### src/rtl/tap_capture_ctrl.sv
// Purpose: arms on one of three datapath taps, drops cfg_skip valid beats, then forwards cfg_len beats with an index.
// Latency: a selected beat sampled at cycle c appears on the capture port at c+1. All outputs are registered.
// Backpressure: none. The capture port has no ready signal, and beats that arrive outside CAPT are dropped.
module tap_capture_ctrl #(
    parameter int BUS_NUM    = 4,
    parameter int DOUT_WIDTH = 16,
    parameter int LEN_W      = 16
) (
    input  logic                          clk,
    input  logic                          rst,
    input  logic                          din_en_0,
    input  logic [BUS_NUM*DOUT_WIDTH-1:0] din_real_0,
    input  logic [BUS_NUM*DOUT_WIDTH-1:0] din_imag_0,
    input  logic                          din_en_1,
    input  logic [BUS_NUM*DOUT_WIDTH-1:0] din_real_1,
    input  logic [BUS_NUM*DOUT_WIDTH-1:0] din_imag_1,
    input  logic                          din_en_2,
    input  logic [BUS_NUM*DOUT_WIDTH-1:0] din_real_2,
    input  logic [BUS_NUM*DOUT_WIDTH-1:0] din_imag_2,
    input  logic [1:0]                    cfg_sel,
    input  logic [LEN_W-1:0]              cfg_skip,
    input  logic [LEN_W-1:0]              cfg_len,
    input  logic                          arm,
    input  logic                          abort,
    output logic                          cap_en,
    output logic [BUS_NUM*DOUT_WIDTH-1:0] cap_real,
    output logic [BUS_NUM*DOUT_WIDTH-1:0] cap_imag,
    output logic [1:0]                    cap_src,
    output logic [LEN_W-1:0]              cap_idx,
    output logic                          busy,
    output logic                          done,
    output logic                          err_sel
);
    localparam int W = BUS_NUM * DOUT_WIDTH;

    typedef enum logic [1:0] {S_IDLE, S_SKIP, S_CAPT, S_DONE} state_t;

    state_t           state_q, state_d;
    logic [1:0]       sel_q, sel_d;
    logic [LEN_W-1:0] skip_q, skip_d;
    logic [LEN_W-1:0] len_q, len_d;
    logic [LEN_W-1:0] cnt_q, cnt_d;
    logic             cap_en_q, cap_en_d;
    logic [W-1:0]     cap_real_q, cap_real_d;
    logic [W-1:0]     cap_imag_q, cap_imag_d;
    logic [1:0]       cap_src_q, cap_src_d;
    logic [LEN_W-1:0] cap_idx_q, cap_idx_d;
    logic             busy_q, done_q, err_q, err_d;

    logic             tap_en;
    logic [W-1:0]     tap_real, tap_imag;

    // Route the latched tap to the capture path. Sel 3 can never be latched.
    always_comb begin
        tap_en   = 1'b0;
        tap_real = '0;
        tap_imag = '0;
        case (sel_q)
            2'd0:    begin tap_en = din_en_0; tap_real = din_real_0; tap_imag = din_imag_0; end
            2'd1:    begin tap_en = din_en_1; tap_real = din_real_1; tap_imag = din_imag_1; end
            2'd2:    begin tap_en = din_en_2; tap_real = din_real_2; tap_imag = din_imag_2; end
            default: begin tap_en = 1'b0;     tap_real = '0;         tap_imag = '0;         end
        endcase
    end

    // Next-state logic. Abort takes priority over everything, and arm is only honoured while idle or done.
    always_comb begin
        state_d    = state_q;
        sel_d      = sel_q;
        skip_d     = skip_q;
        len_d      = len_q;
        cnt_d      = cnt_q;
        err_d      = err_q;
        cap_en_d   = 1'b0;
        cap_real_d = cap_real_q;
        cap_imag_d = cap_imag_q;
        cap_src_d  = cap_src_q;
        cap_idx_d  = cap_idx_q;
        if (abort) begin
            state_d = S_IDLE;
        end else begin
            case (state_q)
                S_IDLE, S_DONE: begin
                    if (arm) begin
                        if (cfg_sel == 2'd3) begin
                            err_d   = 1'b1;
                            state_d = S_IDLE;
                        end else begin
                            sel_d  = cfg_sel;
                            skip_d = cfg_skip;
                            len_d  = cfg_len;
                            cnt_d  = '0;
                            err_d  = 1'b0;
                            if (cfg_skip != '0)     state_d = S_SKIP;
                            else if (cfg_len != '0) state_d = S_CAPT;
                            else                    state_d = S_DONE;
                        end
                    end
                end
                S_SKIP: begin
                    if (tap_en) begin
                        skip_d = skip_q - LEN_W'(1);
                        // The beat that exhausts the skip count is itself discarded.
                        if (skip_q == LEN_W'(1))
                            state_d = (len_q == '0) ? S_DONE : S_CAPT;
                    end
                end
                S_CAPT: begin
                    if (tap_en) begin
                        cap_en_d   = 1'b1;
                        cap_real_d = tap_real;
                        cap_imag_d = tap_imag;
                        cap_src_d  = sel_q;
                        cap_idx_d  = cnt_q;
                        cnt_d      = cnt_q + LEN_W'(1);
                        // Compare against len-1 so that len = 2^LEN_W-1 finishes before the count wraps.
                        if (cnt_q == len_q - LEN_W'(1))
                            state_d = S_DONE;
                    end
                end
                default: state_d = S_IDLE;
            endcase
        end
    end

    // State and registered outputs. busy and done come from the next state, so they line up with cap_en.
    always_ff @(posedge clk or posedge rst) begin
        if (rst) begin
            state_q    <= S_IDLE;
            sel_q      <= '0;
            skip_q     <= '0;
            len_q      <= '0;
            cnt_q      <= '0;
            err_q      <= 1'b0;
            cap_en_q   <= 1'b0;
            cap_real_q <= '0;
            cap_imag_q <= '0;
            cap_src_q  <= '0;
            cap_idx_q  <= '0;
            busy_q     <= 1'b0;
            done_q     <= 1'b0;
        end else begin
            state_q    <= state_d;
            sel_q      <= sel_d;
            skip_q     <= skip_d;
            len_q      <= len_d;
            cnt_q      <= cnt_d;
            err_q      <= err_d;
            cap_en_q   <= cap_en_d;
            cap_real_q <= cap_real_d;
            cap_imag_q <= cap_imag_d;
            cap_src_q  <= cap_src_d;
            cap_idx_q  <= cap_idx_d;
            busy_q     <= (state_d == S_SKIP) || (state_d == S_CAPT);
            done_q     <= (state_d == S_DONE);
        end
    end

    assign cap_en   = cap_en_q;
    assign cap_real = cap_real_q;
    assign cap_imag = cap_imag_q;
    assign cap_src  = cap_src_q;
    assign cap_idx  = cap_idx_q;
    assign busy     = busy_q;
    assign done     = done_q;
    assign err_sel  = err_q;

endmodule

### config.mk
export PLATFORM = sky130hd
export DESIGN_NAME = tap_capture_ctrl
export DESIGN_NICKNAME = d
export VERILOG_FILES = /design/src/rtl/tap_capture_ctrl.sv
export SDC_FILE = /design/constraint.sdc
export NUM_CORES = 1
export LEC_CHECK = 0
export ABC_AREA = 0
export CAP_MARGIN = 20
export CORE_AREA = 2 2 221 223
export DETAILED_ROUTE_END_ITERATION = 8
export DIE_AREA = 0 0 223 225
export PLACE_DENSITY = 0.62
export SETUP_SLACK_MARGIN = 0.4
export SLEW_MARGIN = 30
export SYNTH_ARGS = -nofsm -noshare
export SYNTH_HDL_FRONTEND = slang
export SYNTH_SLANG_ARGS = --single-unit
### constraint.sdc
create_clock -name clk -period 18.6 [get_ports clk]
set_input_delay 2.79 -clock clk [delete_from_list [all_inputs] [get_ports clk]]
set_output_delay 2.79 -clock clk [all_outputs]
set_load 0.02 [all_outputs]
==> flow_metrics.env <==
export IMPL_leakagePower_nw=7.25
export IMPL_via_per_inst=4.87
export IMPL_ios=575
export IMPL_holdWs_ns=0.487
export IMPL_antenna_found_initial=10
export IMPL_path_class="primary input to flop"
export IMPL_clkTransAtPathRegs_ns=0.06
export IMPL_cts_hold_buf=0
export IMPL_grtUsageTotal_pct=17.9
export IMPL_routed_wl_mm=46.7
export IMPL_wl_per_cell_um=20.4
export IMPL_finalNonFillerCells=2286
export IMPL_hp_class="flop to flop"
export IMPL_portBuffers=574
export IMPL_ys_warn_count=0
export IMPL_outcome="complete, no violations"
export IMPL_synth_edf_count=0
export IMPL_syn_to_final_growth_pct=62.2
export IMPL_drc=0
export IMPL_netlist_area_mm2=0.0115
export IMPL_p_per_area_mw_per_mm2=144
export IMPL_min_delay_start="cap_imag[24]"
export IMPL_startpoint_type="primary input"
export IMPL_ctsResizeCount=0
export IMPL_utilization_pct=39.2
export IMPL_synth_seq_area_share_pct=44.0
export IMPL_ys_types=55
export IMPL_grt_pass1_wl_mm=69.6
export IMPL_die_area_mm2=0.0502
export IMPL_fillerInstances=4707
export IMPL_rr_endpoint="cap_real[10]"
export IMPL_drive_gt1_share_pct=6.37
export IMPL_cts_sinks=202
export IMPL_cp_data_arrival_time_ns=6.29
export IMPL_achievable_frequency_mhz=170
export IMPL_hold_violations=0
export IMPL_die_h_um=225
export IMPL_ant_nets=0
export IMPL_place_gp_congestion=0.869
export IMPL_maxCapViolCount=0
export IMPL_max_slew_worst_pin_slew_ns=0.971
export IMPL_placed_cells=2237
export IMPL_synth_ff_type="dfrtp_1"
export IMPL_grt_max_degree=118
export IMPL_cts_root_buf="clkbuf_16"
export IMPL_required_ns=19.02
export IMPL_post_dp_hpwl_mm=35.6
export IMPL_max_vdd_ir_drop_mv=0.0706
export IMPL_cts_buffers=25
export IMPL_reg2regPathDepth=9
export IMPL_min_period_ns=5.87
export IMPL_skew_ns=0.0150
export IMPL_timing_reg2reg_setup_slack_ns=13.78
export IMPL_rsz0062_at_grt="no"
export IMPL_grt_ovfl_total=0
export IMPL_slowest_stage="buf_6"
export IMPL_vias=11124
export IMPL_core_area_mm2=0.0475
export IMPL_fin_nets=2082
export IMPL_post_cts_buffers=0
export IMPL_num_rows=80
export IMPL_crit_fanout=105
export IMPL_finalSetupViolations=0
export IMPL_clockBufferDepth=3
export IMPL_worst_path_largest_cell_delay_ns=0.60
export IMPL_startpoint="din_en_0"
export IMPL_firstDrtPassIters=7
export IMPL_report_power_total_mw=2.68
export IMPL_syn_nets=1569
export IMPL_start_util_pct=24.1
export IMPL_min_to="cap_imag[24]"
export IMPL_drv_slew=0
export IMPL_clock_latency_ns=0.54
export IMPL_period_share_pct=31.5
export IMPL_critPathCaptureType="flop"
export IMPL_hold_depth=1
export IMPL_synth_cells=1136
export IMPL_rr_startpoint="sel_q[1]"
export IMPL_ys_async_sr_fraction_pct=100
export IMPL_cp_cell_sequence="clkdlybuf4s50_1 > mux2i_1 > o21ai_1 > nand2_1 > nor2_4 > buf_4 > buf_6 > o221ai_1 > o21a_1"
export IMPL_cts_tree="built"
export IMPL_crit_family="buffers and inverters"
export IMPL_syn_area_per_cell_um2=10.1
export IMPL_first_global_vias=11296
export IMPL_die_w_um=223
export IMPL_setup_tns_ns=0
export IMPL_path_depth=9
export IMPL_crit_buf_inv=3
export IMPL_ys_ff_latch=202
export IMPL_dr_first_iter_drc_count=690
export IMPL_slew_headroom_pct=35.2
export IMPL_htreeDepth=1
-- power by group --
group	total [mW]	switching, mW	leakage [nW]	internal [mW]
logic	1.36	0.725	4.35	0.639
registers	0.801	0.170	2.47	0.632
clock network	0.519	0.199	0.430	0.319
-- Yosys cell counts (all sizes together) (30+ instances only) --
cell	count	share of area, %
clkbuf	63	2.1
o21a	123	8.0
nand2	145	4.7
buf	38	1.6
a21oi	30	1.3
mux2	36	3.5
dfrtp	202	44
nor2	45	1.5
o221ai	122	9.3
mux2i	130	11
-- final cells by class --
class | instances | area [um2] | area share (%)
multi-input cells | 823 | 5980 | 32.1
repair buffers | 587 | 5880 | 31.6
flip-flops and latches | 202 | 5060 | 27.2
well taps | 615 | 769 | 4.13
clock buffers | 31 | 698 | 3.75
clock inverters | 12 | 166 | 0.894
inverters | 10 | 45.0 | 0.242
diodes | 6 | 15.0 | 0.0806
-- metrics by stage --
stage,instance area (um2),worst slack (ns)
final,18600,12.73
after global routing,18600,12.38
after detailed placement,17700,11.86
after floorplan,11500,10.30
after CTS,18600,12.42
after global placement,17700,11.95
-- sequential cells by signal, summed over array words and instances, names as in the netlist --
name and count:
done 1, err_sel 1, len_q 16, state_q 2, cap_idx 16, sel_q 2, cap_imag 64, cap_real 64
skip_q 16, cap_en 1, cap_src 2, busy 1, cnt_q 16
-- layout by cell type, fill, tap and decap left out, types with 4 or more instances in the layout --
master	count
a21oi_1	30
and3_1	5
buf_4	7
buf_6	5
bufinv_16	4
clkbuf_16	25
clkbuf_8	5
clkdlybuf4s50_1	574
clkinv_2	6
dfrtp_1	200
diode_2	6
ha_1	8
inv_1	9
mux2_2	36
mux2i_1	130
nand2_1	145
nand2b_1	4
nand3_1	20
nand3b_1	5
nand4_1	10
nor2_1	44
nor3_1	15
nor3b_1	8
nor4_1	11
o21a_1	123
o21ai_0	19
o221ai_1	122
o22ai_1	13
xnor2_1	14
xor2_1	20
-- cells by family (layout without fill, tap and decap cells) --
logic type / after synthesis / count (layout) / synth area share [%]
AND/OR/NAND/NOR: 285 / 285 / 11.8
multiplexers: 166 / 166 / 14.9
other: 0 / 6 / 0
adder cells (fa/ha/maj): 8 / 8 / 0.872
XOR/XNOR: 34 / 34 / 2.59
AO/OA/AOI/OAI: 330 / 330 / 21.8
flip-flops: 202 / 202 / 44.0
buffers and inverters: 111 / 640 / 4.00
-- worst register-to-register path, stage by stage, from the launching register on --
cell and delay, ns:
dfrtp_4 0.66, buf_4 0.79, mux2i_1 0.29, o21ai_1 0.46
nand2_1 0.20, nor2_4 0.58, buf_4 0.54, buf_6 0.61
o221ai_1 0.39, o21a_1 0.17
-- worst max path at each step --
stage	to	slack, ns
final	cap_real[10]	12.73
after global routing	cap_real[14]	12.38
after CTS	cap_real[20]	12.42
after detailed placement	cap_real[20]	11.86
after global placement	cap_real[4]	11.95
after floorplan	busy	10.30
-- routing by layer --
metal	wire (um)	up-vias	part of all wire (%)	GRT usage (%)
met4	1030	6	2.2	5.20
met3	3220	63	6.9	4.98
li1	-	5305	-	-
met2	23700	324	51	31.3
met1	18700	5426	40	21.3
met5	34	-	0.073	0
Note: power is estimated with default switching activity, not from simulation.
